<file path="src/rtl/alu_arbiter_if.sv">
//------------------------------------------------------------------------------
// Module   : alu_arbiter_if
// Function : Request/response bundle between two ALU requesters, the response
//            consumer and the alu_arbiter block.
// Revision : 1.0 - initial release
//------------------------------------------------------------------------------
`default_nettype none

interface alu_arbiter_if;
    logic       req0_valid;
    logic       req0_ready;
    logic [7:0] req0_a;
    logic [7:0] req0_b;
    logic [2:0] req0_sel;

    logic       req1_valid;
    logic       req1_ready;
    logic [7:0] req1_a;
    logic [7:0] req1_b;
    logic [2:0] req1_sel;

    logic       rsp_valid;
    logic       rsp_ready;
    logic       rsp_id;
    logic [7:0] rsp_result;
    logic       rsp_carry;

    logic       busy;

    // Environment side: issues requests and consumes responses
    modport master (
        output req0_valid, req0_a, req0_b, req0_sel,
        output req1_valid, req1_a, req1_b, req1_sel,
        output rsp_ready,
        input  req0_ready, req1_ready,
        input  rsp_valid, rsp_id, rsp_result, rsp_carry, busy
    );

    // Arbiter side
    modport slave (
        input  req0_valid, req0_a, req0_b, req0_sel,
        input  req1_valid, req1_a, req1_b, req1_sel,
        input  rsp_ready,
        output req0_ready, req1_ready,
        output rsp_valid, rsp_id, rsp_result, rsp_carry, busy
    );
endinterface

`default_nettype wire

</file>
<file path="src/rtl/alu_arbiter.sv">
//------------------------------------------------------------------------------
// Module   : alu_arbiter (with alu_8bit)
// Function : Shares one 8-bit ALU between two valid/ready requesters. An
//            IDLE/EXEC/RESP FSM latches the granted operands, holds EXEC for
//            EXEC_CYCLES cycles and presents the result until consumed.
//            Optional macro ALU_ARBITER_FIXED_PRIO_EN: requester 0 always
//            wins and the round-robin pointer is removed.
// Revision : 1.0 - initial release
//------------------------------------------------------------------------------
`default_nettype none

module alu_8bit (
    input  logic [7:0] a,
    input  logic [7:0] b,
    input  logic [2:0] sel,
    output logic [7:0] result,
    output logic       carry
);
    logic [8:0] w_wide;

    // Ninth bit carries the carry (ADD/INC) or the borrow (SUB)
    always_comb begin
        w_wide = 9'd0;
        case (sel)
            3'b000:  w_wide = {1'b0, a} + {1'b0, b};
            3'b001:  w_wide = {1'b0, a} - {1'b0, b};
            3'b010:  w_wide = {1'b0, a & b};
            3'b011:  w_wide = {1'b0, a | b};
            3'b100:  w_wide = {1'b0, a ^ b};
            3'b101:  w_wide = {1'b0, ~a};
            3'b110:  w_wide = {1'b0, a} + 9'd1;
            default: w_wide = 9'd0;
        endcase
        result = w_wide[7:0];
        carry  = w_wide[8];
    end
endmodule

module alu_arbiter #(
    parameter int EXEC_CYCLES = 1
) (
    input  logic         clk,
    input  logic         rst,
    alu_arbiter_if.slave bus
);
    localparam logic [1:0] C_IDLE     = 2'd0;
    localparam logic [1:0] C_EXEC     = 2'd1;
    localparam logic [1:0] C_RESP     = 2'd2;
    localparam logic [1:0] C_CNT_LAST = 2'(EXEC_CYCLES - 1);

    logic [1:0] state_q, state_d;
    logic [1:0] cnt_q, cnt_d;
    logic [7:0] a_q, a_d;
    logic [7:0] b_q, b_d;
    logic [2:0] sel_q, sel_d;
    logic       id_q, id_d;
    logic       rsp_valid_q, rsp_valid_d;
    logic       rsp_id_q, rsp_id_d;
    logic [7:0] rsp_result_q, rsp_result_d;
    logic       rsp_carry_q, rsp_carry_d;

    logic       w_grant;
    logic       w_ready0;
    logic       w_ready1;
    logic       w_xfer;
    logic [7:0] w_alu_result;
    logic       w_alu_carry;

`ifndef ALU_ARBITER_FIXED_PRIO_EN
    logic       last_q, last_d;
`endif

    // Operands always come from the latches, never straight from the ports
    alu_8bit u_alu (
        .a      (a_q),
        .b      (b_q),
        .sel    (sel_q),
        .result (w_alu_result),
        .carry  (w_alu_carry)
    );

    // Pick a requester and form the IDLE-only, reset-gated ready strobes
    always_comb begin
`ifdef ALU_ARBITER_FIXED_PRIO_EN
        w_grant = !bus.req0_valid;
`else
        if (bus.req0_valid && bus.req1_valid) begin
            w_grant = ~last_q;
        end else if (bus.req0_valid) begin
            w_grant = 1'b0;
        end else begin
            w_grant = 1'b1;
        end
`endif
        w_ready0 = (state_q == C_IDLE) && !rst && !w_grant && bus.req0_valid;
        w_ready1 = (state_q == C_IDLE) && !rst &&  w_grant && bus.req1_valid;
        w_xfer   = w_ready0 || w_ready1;
    end

    // FSM next state, operand capture and response capture
    always_comb begin
        state_d      = state_q;
        cnt_d        = cnt_q;
        a_d          = a_q;
        b_d          = b_q;
        sel_d        = sel_q;
        id_d         = id_q;
        rsp_valid_d  = rsp_valid_q;
        rsp_id_d     = rsp_id_q;
        rsp_result_d = rsp_result_q;
        rsp_carry_d  = rsp_carry_q;
        case (state_q)
            C_IDLE: begin
                if (w_xfer) begin
                    state_d = C_EXEC;
                    cnt_d   = 2'd0;
                    a_d     = w_grant ? bus.req1_a   : bus.req0_a;
                    b_d     = w_grant ? bus.req1_b   : bus.req0_b;
                    sel_d   = w_grant ? bus.req1_sel : bus.req0_sel;
                    id_d    = w_grant;
                end
            end
            C_EXEC: begin
                if (cnt_q == C_CNT_LAST) begin
                    state_d      = C_RESP;
                    cnt_d        = 2'd0;
                    rsp_valid_d  = 1'b1;
                    rsp_id_d     = id_q;
                    rsp_result_d = w_alu_result;
                    rsp_carry_d  = w_alu_carry;
                end else begin
                    cnt_d = cnt_q + 2'd1;
                end
            end
            C_RESP: begin
                if (bus.rsp_ready) begin
                    state_d     = C_IDLE;
                    rsp_valid_d = 1'b0;
                end
            end
            default: begin
                state_d = C_IDLE;
            end
        endcase
    end

    // State and datapath registers; reset drops any operation in flight
    always_ff @(posedge clk) begin
        if (rst) begin
            state_q      <= C_IDLE;
            cnt_q        <= 2'd0;
            a_q          <= 8'd0;
            b_q          <= 8'd0;
            sel_q        <= 3'd0;
            id_q         <= 1'b0;
            rsp_valid_q  <= 1'b0;
            rsp_id_q     <= 1'b0;
            rsp_result_q <= 8'd0;
            rsp_carry_q  <= 1'b0;
        end else begin
            state_q      <= state_d;
            cnt_q        <= cnt_d;
            a_q          <= a_d;
            b_q          <= b_d;
            sel_q        <= sel_d;
            id_q         <= id_d;
            rsp_valid_q  <= rsp_valid_d;
            rsp_id_q     <= rsp_id_d;
            rsp_result_q <= rsp_result_d;
            rsp_carry_q  <= rsp_carry_d;
        end
    end

`ifndef ALU_ARBITER_FIXED_PRIO_EN
    // Last-grant pointer moves only on a transfer; starts at 1 so requester 0 wins first
    always_comb begin
        last_d = w_xfer ? w_grant : last_q;
    end

    // Last-grant pointer register
    always_ff @(posedge clk) begin
        if (rst) begin
            last_q <= 1'b1;
        end else begin
            last_q <= last_d;
        end
    end
`endif

    assign bus.req0_ready = w_ready0;
    assign bus.req1_ready = w_ready1;
    assign bus.rsp_valid  = rsp_valid_q;
    assign bus.rsp_id     = rsp_id_q;
    assign bus.rsp_result = rsp_result_q;
    assign bus.rsp_carry  = rsp_carry_q;
    assign bus.busy       = (state_q != C_IDLE);

endmodule

`default_nettype wire

</file>
<file path="src/flat_wrapper.sv">
// flat-port wrapper written by rule: the top's interface ports become plain ports
module alu_arbiter_flat 
#(
    parameter int EXEC_CYCLES = 1
)
  (clk, rst, bus_req0_valid, bus_req0_a, bus_req0_b, bus_req0_sel, bus_req1_valid, bus_req1_a, bus_req1_b, bus_req1_sel, bus_rsp_ready, bus_req0_ready, bus_req1_ready, bus_rsp_valid, bus_rsp_id, bus_rsp_result, bus_rsp_carry, bus_busy);
  alu_arbiter_if bus_i ();
  input  logic clk;
  input  logic rst;
  input wire logic [$bits(bus_i.req0_valid)-1:0] bus_req0_valid;
  input wire logic [$bits(bus_i.req0_a)-1:0] bus_req0_a;
  input wire logic [$bits(bus_i.req0_b)-1:0] bus_req0_b;
  input wire logic [$bits(bus_i.req0_sel)-1:0] bus_req0_sel;
  input wire logic [$bits(bus_i.req1_valid)-1:0] bus_req1_valid;
  input wire logic [$bits(bus_i.req1_a)-1:0] bus_req1_a;
  input wire logic [$bits(bus_i.req1_b)-1:0] bus_req1_b;
  input wire logic [$bits(bus_i.req1_sel)-1:0] bus_req1_sel;
  input wire logic [$bits(bus_i.rsp_ready)-1:0] bus_rsp_ready;
  output wire logic [$bits(bus_i.req0_ready)-1:0] bus_req0_ready;
  output wire logic [$bits(bus_i.req1_ready)-1:0] bus_req1_ready;
  output wire logic [$bits(bus_i.rsp_valid)-1:0] bus_rsp_valid;
  output wire logic [$bits(bus_i.rsp_id)-1:0] bus_rsp_id;
  output wire logic [$bits(bus_i.rsp_result)-1:0] bus_rsp_result;
  output wire logic [$bits(bus_i.rsp_carry)-1:0] bus_rsp_carry;
  output wire logic [$bits(bus_i.busy)-1:0] bus_busy;
  assign bus_i.req0_valid = bus_req0_valid;
  assign bus_i.req0_a = bus_req0_a;
  assign bus_i.req0_b = bus_req0_b;
  assign bus_i.req0_sel = bus_req0_sel;
  assign bus_i.req1_valid = bus_req1_valid;
  assign bus_i.req1_a = bus_req1_a;
  assign bus_i.req1_b = bus_req1_b;
  assign bus_i.req1_sel = bus_req1_sel;
  assign bus_i.rsp_ready = bus_rsp_ready;
  assign bus_req0_ready = bus_i.req0_ready;
  assign bus_req1_ready = bus_i.req1_ready;
  assign bus_rsp_valid = bus_i.rsp_valid;
  assign bus_rsp_id = bus_i.rsp_id;
  assign bus_rsp_result = bus_i.rsp_result;
  assign bus_rsp_carry = bus_i.rsp_carry;
  assign bus_busy = bus_i.busy;
  alu_arbiter #(.EXEC_CYCLES(EXEC_CYCLES)) u_core (.clk(clk), .rst(rst), .bus(bus_i));
endmodule
</file>
<file path="config.mk">
export PLATFORM = sky130hd
export DESIGN_NAME = alu_arbiter_flat
export DESIGN_NICKNAME = d
export VERILOG_FILES = /design/src/rtl/alu_arbiter_if.sv /design/src/rtl/alu_arbiter.sv /design/src/flat_wrapper.sv
export SDC_FILE = /design/constraint.sdc
export NUM_CORES = 1
export LEC_CHECK = 0
export ABC_AREA = 1
export CAP_MARGIN = 30
export CORE_MARGIN = 3
export CORE_UTILIZATION = 53
export CTS_BUF_LIST = sky130_fd_sc_hd__clkbuf_16
export DETAILED_ROUTE_END_ITERATION = 12
export GPL_TIMING_DRIVEN = 0
export MAX_ROUTING_LAYER = met4
export PLACE_DENSITY = 0.84
export SKIP_CTS_REPAIR_TIMING = 1
export SYNTH_ARGS = -nofsm -noshare
export SYNTH_HDL_FRONTEND = slang
export SYNTH_SLANG_ARGS = --single-unit
export TNS_END_PERCENT = 20
</file>
<file path="constraint.sdc">
create_clock -name clk -period 3 [get_ports clk]
set_clock_uncertainty 0.1 [all_clocks]
set_input_delay 0.6 -clock clk [delete_from_list [all_inputs] [get_ports clk]]
set_output_delay 0.6 -clock clk [all_outputs]
set_load 0.005 [all_outputs]
</file>
* Word-level counts from Yosys, hierarchy flattened *
Cells that the tools add are included.

operators by class
  $add $sub $neg = 4
  eq/ne operators = 11
  multiplexer cells = 16
  bitwise logic cells = 5
  reduce and logical (&&, ||, !) cells = 20

operators with widths
  operator               number
  $pmux W9 S7            1
  $mux W8                2
  $mux W2                5
  $add A8 B1 Y9 const B  1
  $add A8 B8 Y9          1
  $eq A3 B3 Y1 const B   3
  $sub A8 B8 Y9          1
  $and A8 B8 Y8          1
  $not A8 Y8             1
  $or A8 B8 Y8           1
  $xor A8 B8 Y8          1
  $eq A3 B2 Y1 const B   2
  $logic_and A1 B1 Y1    6
  $pmux W2 S3            1
  $reduce_and A2 Y1      3
  $reduce_and A3 Y1      2
  $reduce_bool A2 Y1     3
  $logic_not A2 Y1       2
  $mux W1                4
  $ne A2 B1 Y1 const B   2
  $pmux W2 S2            1
  $eq A3 B1 Y1 const B   1
  $logic_not A3 Y1       1
  $mux W3                1
  8 further kinds        9

word-level totals
  register bits = 36
  bits of input ports = 43
  output and inout port bits = 14
  logic and storage cells = 67

* Depth between registers and ports, before layout *
Gate-level depths: netlist of run 1.

  depth after elaboration = 8
  depth in mapped cells = 17
  mapped depth without buffers = 16

* Hierarchy *
From an unflattened synthesis of run 1, not the netlist that was laid out.

unflattened totals
  cell total of the unflattened synthesis = 438
  area total of the unflattened synthesis = 2,746.4 um^2

by module, submodules not included
  module       instances  cells an instance  area an instance (um^2)  seq. area each (um^2)
  alu_arbiter  1          236                1,626.6                  720.7
  alu_8bit     1          202                1,119.8                  0.0

* Worst setup path before layout of run 1 *
No wires, ideal clock.

  path kind = register to register
  start = reg u_core.b_q[0]
  end = reg u_core.rsp_result_q[7] (netlist: u_core.bus.rsp_result[7])
  library setup time = 0.071 ns
  arrival time = 1.980 ns
  required time = 2.829 ns
  setup slack = 0.849 ns
  cell stages (with the launch flop) = 17
  path buffers = 0
  period minus slack after synthesis = 2.151 ns
  path through = dfxtp_1 > inv_1 > ha_1 > nand3_1 > inv_1 > nand2_1 > nand2_1 > o21ai_0 > a21oi_1 > ha_1 > nand2_1 > inv_1 > a21oi_1 > nand2_1 > nand2_1 > nand3_1 > a21oi_1

between the ends
  longest elaborated chain between the ends = 2
  elaborated cells on any way between the ends = 3
  classes of those cells = add/sub (2); mux (1)

ends and longest elaborated chain
  item                                            line                                  source
  from (decl)                                     alu_arbiter.sv:54                     logic [7:0] b_q, b_d;
  from (signal assigned)                          alu_arbiter.sv:153                    b_q <= 8'd0;
  from (signal assigned)                          alu_arbiter.sv:164                    b_q <= b_d;
  $sub A8 B8 Y9 or $add A8 B8 Y9 (tied branches)  alu_arbiter.sv:26, alu_arbiter.sv:25
  $pmux W9 S7 (*)                                 alu_arbiter.sv:24                     case (sel)
  to (signal assigned)                            alu_arbiter.sv:169                    rsp_result_q <= rsp_result_d;
  to (decl)                                       alu_arbiter.sv:59                     logic [7:0] rsp_result_q, rsp_result_d;

Every way passes the cells marked *; elsewhere a longest branch is shown, timed or not.
A chain may end at the register's enable or synchronous reset.

* Final worst setup path of run 1 *
  start = in bus_req1_valid
  end = out bus_req1_ready

between the ends
  longest elaborated chain between the ends = 4

ends and longest elaborated chain
  item                     line                source
  from (decl)              flat_wrapper.sv:14  input wire logic [$bits(bus_i.req1_valid)-1:0] bus_req1_valid;
  $logic_and A1 B1 Y1      alu_arbiter.sv:87   if (bus.req0_valid && bus.req1_valid) begin
  $mux W1                  alu_arbiter.sv:87
  $logic_and A1 B1 Y1      alu_arbiter.sv:96   w_ready1 = (state_q == C_IDLE) && !rst && w_grant && bus.req1_valid;
  $logic_and A1 B1 Y1 (*)  alu_arbiter.sv:96
  to (decl)                flat_wrapper.sv:20  output wire logic [$bits(bus_i.req1_ready)-1:0] bus_req1_ready;

Marks and branches as above.

==> results of run 1 <==
-- state kept, by name, indices dropped and copies added (netlist names) --
| signal | cells |
|---|---|
| u_core.cnt_q | 2 |
| u_core.bus.rsp_valid | 1 |
| u_core.a_q | 8 |
| u_core.bus.rsp_result | 8 |
| u_core.bus.rsp_id | 1 |
| u_core.sel_q | 3 |
| u_core.b_q | 8 |
| u_core.id_q | 1 |
| u_core.state_q | 2 |
| u_core.bus.rsp_carry | 1 |
| u_core.last_q | 1 |
-- how the worst max path moves through the flow --
stage                    from                        to
3_5_place_dp   bus_req1_valid            bus_req1_ready
5_1_grt        bus_req1_valid            bus_req1_ready
3_3_place_gp   bus_req1_valid            bus_req1_ready
6_report       bus_req1_valid            bus_req1_ready
2_1_floorplan   u_core.b_q[0]  u_core.bus.rsp_result[7]
4_1_cts        bus_req1_valid            bus_req1_ready
-- cells in the final DEF, fill, tap and decap left out, types with 2 or more instances in the layout --
master | synthesis | layout
nand2_1 | 133 | 133
inv_1 | 59 | 59
clkdlybuf4s50_1 | 0 | 55
nor2_1 | 42 | 42
dfxtp_1 | 36 | 36
a21oi_1 | 33 | 33
ha_1 | 27 | 27
nand2_2 | 22 | 22
nand3_1 | 21 | 21
o21ai_1 | 11 | 11
nor3_1 | 9 | 9
o21ai_2 | 9 | 9
a21oi_2 | 8 | 8
inv_2 | 7 | 7
o21ai_0 | 6 | 6
nand4_1 | 6 | 6
buf_6 | 5 | 5
clkbuf_16 | 0 | 5
buf_2 | 4 | 4
nand3_2 | 4 | 4
nor2_2 | 4 | 4
clkbuf_1 | 3 | 3
nor2_4 | 2 | 2
nor2_8 | 2 | 2
clkinv_2 | 1 | 2
xnor2_1 | 2 | 2
buf_8 | 2 | 2
-- logic make-up (layout without fill, tap and decap cells) --
logic type / count (synthesis) / after routing
xor gates and xnor gates: 2 / 2
DFF: 36 / 36
and+or+nand+nor: 245 / 245
buffers and inverters: 84 / 147
adders and majority gates: 28 / 28
AOI/OAI and AO/OA: 70 / 70
-- through the flow --
step	power, mW	setup slack, ns	hold WS, ns
2_1_floorplan	0.9592	0.8493	0.3410
3_3_place_gp	1.126	0.1591	0.3544
3_5_place_dp	1.139	0.1366	0.3572
4_1_cts	1.731	0.1310	0.3668
5_1_grt	1.832	0.06817	0.3957
6_report	1.733	0.1412	0.3661
-- final cells by class --
class / instances / area, µm² / area share [%]
plain buffers: 16 / 145.1 / 3.774
inverters: 68 / 259.0 / 6.734
repair buffers: 55 / 550.5 / 14.31
clock inverters: 3 / 42.54 / 1.106
well taps: 70 / 87.58 / 2.277
clock buffers: 5 / 125.1 / 3.253
flip-flops and latches: 36 / 720.7 / 18.74
multi-input cells: 345 / 1916 / 49.80
-- power by group through the flow --
stage	registers (mW)	clock network, mW	logic, mW
3_5_place_dp	0.563	0	0.576
5_1_grt	0.559	0.614	0.658
6_report	0.555	0.593	0.585
4_1_cts	0.554	0.594	0.583
2_1_floorplan	0.554	0	0.405
3_3_place_gp	0.562	0	0.564
-- per-layer routing --
metal / share of wire (%) / vias up / global-route usage [%]
li1: - / 1587 / -
met1: 44 / 1391 / 30.35
met2: 48 / 96 / 43.54
met3: 5.9 / 12 / 3.947
met4: 2.1 / 0 / 7.475
met5: 0 / - / -
-- critical path: cells and delay by family --
family | cells | cell delay [ns]
simple gates | 1 | 0.16
buf+inv | 4 | 1.18
compound gates | 1 | 0.22
==> out/results.ini, run 1 <==
[run_status]
status=finished clean

[yosys]
synth_compound_area_share_pct=14.16
synthAdderAreaFrac_pct=11.77
netlist_top_cells_area=dfxtp_1 24%, nand2_1 16%, ha_1 11%
synth_cells=465
synth_common_cells=133 x nand2_1, 59 x inv_1, 42 x nor2_1, 36 x dfxtp_1, 33 x a21oi_1
postSynth.asyncResetShare_pct=0
synth_top_area_share_pct=23.70
yosysMostFrequentCell=nand2_1
synthMuxAreaShare_pct=0
synth_xor_xnor_area_share_pct=0.5761
synth_edf_count=0
synth_top_family_by_area=simple AND/OR/NAND/NOR gates
ys_seq_area_share_pct=23.70
synth_top_area_cell=dfxtp_1
syn_nets=536
yosys.area_share.simple_pct=36.50
syn_area_um2=3040
ys_ff_latch=36
synthFlopType=dfxtp_1
yosysWarningCount=0
yosys.cell_types.count=32
postSynthAreaPerCell_um2=6.539

[finish]
nFillCells=475
num_antenna_cells=0
drive_above_1_share_pct=15.53
final_area_um2=3846
final_util_pct=72.09
fin_nets=598
instances_no_fill=598
syn2layout_area_growth_pct=26.50

[power_and_ir_drop]
p_leak_nw=1.877
swShare_pct=33.39
p_per_area_nw_per_um2=450.6
max-vdd-ir-drop_uv=246.5
switchingPower_mw=0.5788
seq_power_share_pct=32.0
p_clk_share_pct=34.2
combPwrFrac_pct=33.8
power.internal_mw=1.154

[place]
hpwl_um=6158
port_buffers=55
place.detailed.instances=590
gp_congestion=0.9493
place_area_um2=3679

[critical_path]
cp_cell_sequence=clkdlybuf4s50_1, inv_1, o21ai_4, inv_4, nor2_8, clkdlybuf4s50_1
ff2ff_setup_slack_ns=0.38
cp.arrival_ns=2.16
worst-setup-path-type=in2out
cp.required_ns=2.30
r2r-start=u_core.b_q[0]
worstRegToRegCells=14
cp_common_cell=clkdlybuf4s50_1
start_kind=input port
crit_path_top_delay_cell=clkdlybuf4s50_1
worstReg2RegEnd=u_core.bus.rsp_carry
endpoint_kind=primary output
cp_slowest_stage_delay_ns=0.52
worst-path-max-fanout=4

[timing]
setup_viol=0
finalHoldViolCount=0
slew_viol_final=0
slew_headroom_pct=69.34
finalCritPeriodShare_pct=95.29
worstMarginPinSlew_ns=0.4563
max_freq_ghz=0.3498
setup-tns-final_ns=0
layout_min_cycle_time_ns=2.859
rsz0062_at_grt=no

[floorplan]
die-area_um2=6681
die_w_um=81.74
die_y_um=81.74
pin_count=57
fp.coreArea_um2=5335
start_util_pct=56.99
rows=26

[clock_tree]
clk_pin_slew_worst_paths_ns=0.06
cts_root_buffer=clkbuf_16
clockBufferDepth=2
clk_latency_ns=0.28
cts_tree=built
cts.sinks=36
cts_buffers=5
cts_max_level=2

[route]
finalWirelength_um=7690
drc=0
drt_iter0_markers=214
vias=3086
drt-wirelength-per-cell_um=12.86
vias_per_cell=5.161
dr.pass1.iters=4
drtAntennaViolNets=0

[global_routing]
grt_pass1_wl_um=12790
grt_use_total_pct=25.27
overflow=0
grt_max_degree=13
grt_pass1_vias=2974
grt_antenna_before_repair=0

[run]
drv_cap=0

[min_path]
min-delay-start=u_core.bus.rsp_result[0]
hp-class=reg2reg
holdPathStages=2
whs_endpoint=u_core.bus.rsp_result[0]

Note: power is estimated with default switching activity, not from simulation.
==> run 2: changes to the inputs <==
Settings changed: HOLD_SLACK_MARGIN set to 0.15.
==> results of run 2 <==
No change in the layout: final DEF, timing and power equal those of run 1.
==> run 3: changes to the inputs <==
Settings changed: CORE_MARGIN 3 to 2, MAX_ROUTING_LAYER met4 to not set, REMOVE_ABC_BUFFERS set to 1.
==> run 3 against run 2 <==
- first-iteration DRC count decreased by 20%
- via count decreased by 0.55%
- worst setup slack got worse by 0.077 ns
- total power decreased by 5.9%
- final area decreased by 1.0%
- non-clock buffer count decreased by 6
- sequential power increased by 2%
- critical path depth increased by 1
- combinational power decreased by 4.8%
- final cell count decreased by 0.33%
- global-route usage decreased by 1.9 points
- highest routed layer unchanged
==> out/results.ini, run 3 (synthesized netlist as in run 1, its figures left out) <==
[run_status]
status=finished clean

[critical_path]
worst-setup-path-type=in2out
ff2ff_setup_slack_ns=0.40
r2r-start=u_core.b_q[0]
worst-path-max-fanout=10
start_kind=input port
worstReg2RegEnd=u_core.bus.rsp_carry
cp.arrival_ns=2.24
endpoint_kind=primary output
cp.required_ns=2.30
worstRegToRegCells=14

[power_and_ir_drop]
switchingPower_mw=0.5725
max-vdd-ir-drop_uv=233.3
p_clk_share_pct=31.3
swShare_pct=35.10
combPwrFrac_pct=34.2
p_per_area_nw_per_um2=428.5
p_leak_nw=1.884
seq_power_share_pct=34.6
power.internal_mw=1.059

[timing]
slew_viol_final=0
setup_viol=0
worstMarginPinSlew_ns=0.8412
slew_headroom_pct=43.86
finalHoldViolCount=0
finalCritPeriodShare_pct=97.85
rsz0062_at_grt=no
layout_min_cycle_time_ns=2.936
max_freq_ghz=0.3406

[clock_tree]
clk_latency_ns=0.28
cts_buffers=5
clk_pin_slew_worst_paths_ns=0.06
cts.sinks=36
clockBufferDepth=2
cts_root_buffer=clkbuf_16
cts_tree=built
cts_max_level=2

[route]
finalWirelength_um=7366
drt_iter0_markers=171
vias=3069
drc=0
dr.pass1.iters=4
drtAntennaViolNets=0
drt-wirelength-per-cell_um=12.36
vias_per_cell=5.149

[min_path]
holdPathStages=2
whs_endpoint=u_core.bus.rsp_valid
hp-class=reg2reg
min-delay-start=u_core.bus.rsp_valid

[place]
port_buffers=56
place_area_um2=3546
gp_congestion=0.8738
hpwl_um=5309

[finish]
drive_above_1_share_pct=15.65
syn2layout_area_growth_pct=25.19
final_util_pct=68.70
final_area_um2=3806
fin_nets=594
layout_common_cells=133 x nand2_1, 58 x inv_1, 53 x clkdlybuf4s50_1
layout_commonest_cell=nand2_1
num_antenna_cells=0

[floorplan]
fp.coreArea_um2=5540
rows=27
die_w_um=79.74
pin_count=57
die-area_um2=6358
die_y_um=79.74
start_util_pct=54.88

[global_routing]
grt_max_degree=42
grt_pass1_wl_um=12030
overflow=0
grt_use_total_pct=23.37
grt_antenna_before_repair=0
grt_pass1_vias=2826

[run]
drv_cap=0

==> run 3: final cells by class <==
| type | instances | area [µm²] |
|---|---|---|
| clock buffer | 5 | 125.1 |
| clock inverter | 3 | 18.77 |
| fill | 499 | 1734 |
| inverter | 68 | 269.0 |
| multi-input combinational | 346 | 1924 |
| sequential | 36 | 721.9 |
| tap | 72 | 90.09 |
| timing repair buffer | 65 | 648.1 |
| timing repair inverter | 1 | 8.758 |
==> run 3: how the worst max path moves through the flow <==
stage                         start                   end  slack (ns)  depth (start not counted)
global placement     bus_req1_valid        bus_req1_ready       -0.37                          6
detailed placement   bus_req1_valid        bus_req1_ready       -0.39                          6
finish               bus_req1_valid        bus_req1_ready        0.06                          7
floorplan           u_core.sel_q[2]  u_core.bus.rsp_carry        0.77                         15
CTS                  bus_req1_valid        bus_req1_ready       -0.39                          6
global route         bus_req1_valid        bus_req1_ready       0.001                          7
==> run 3: per-stage QoR <==
stage	power, mW	setup slack (ns)	setup TNS, ns	hold slack, ns	instances
6_report	1.631	0.06438	0	0.3714	596
3_3_place_gp	1.079	-0.3688	-0.4433	0.3507	577
4_1_cts	1.605	-0.3919	-0.4984	0.3743	585
2_1_floorplan	0.9243	0.7666	0	0.3342	449
3_5_place_dp	1.096	-0.3868	-0.4804	0.3637	577
5_1_grt	1.736	0.001480	0	0.3905	596
==> run 3: power groups by stage <==
stage	Sequential [mW]	Clock, mW	Combinational (mW)
finish	0.564	0.510	0.557
global route	0.570	0.532	0.634
CTS	0.561	0.514	0.530
detailed placement	0.571	0	0.525
global placement	0.570	0	0.509
floorplan	0.562	0	0.362
==> run 3: metal layers <==
metal	wire length, µm	global-route usage (%)
met4	143	7.966
met2	3463	40.25
met5	0	0
met3	458	3.620
met1	3301	29.66
==> run 3: critical path: stages <==
cell and delay (ns):
clkdlybuf4s50_1 0.51, inv_2 0.08, o21ai_4 0.21, buf_12 0.16, clkinv_8 0.09, nor2_8 0.09
clkdlybuf4s50_1 0.50
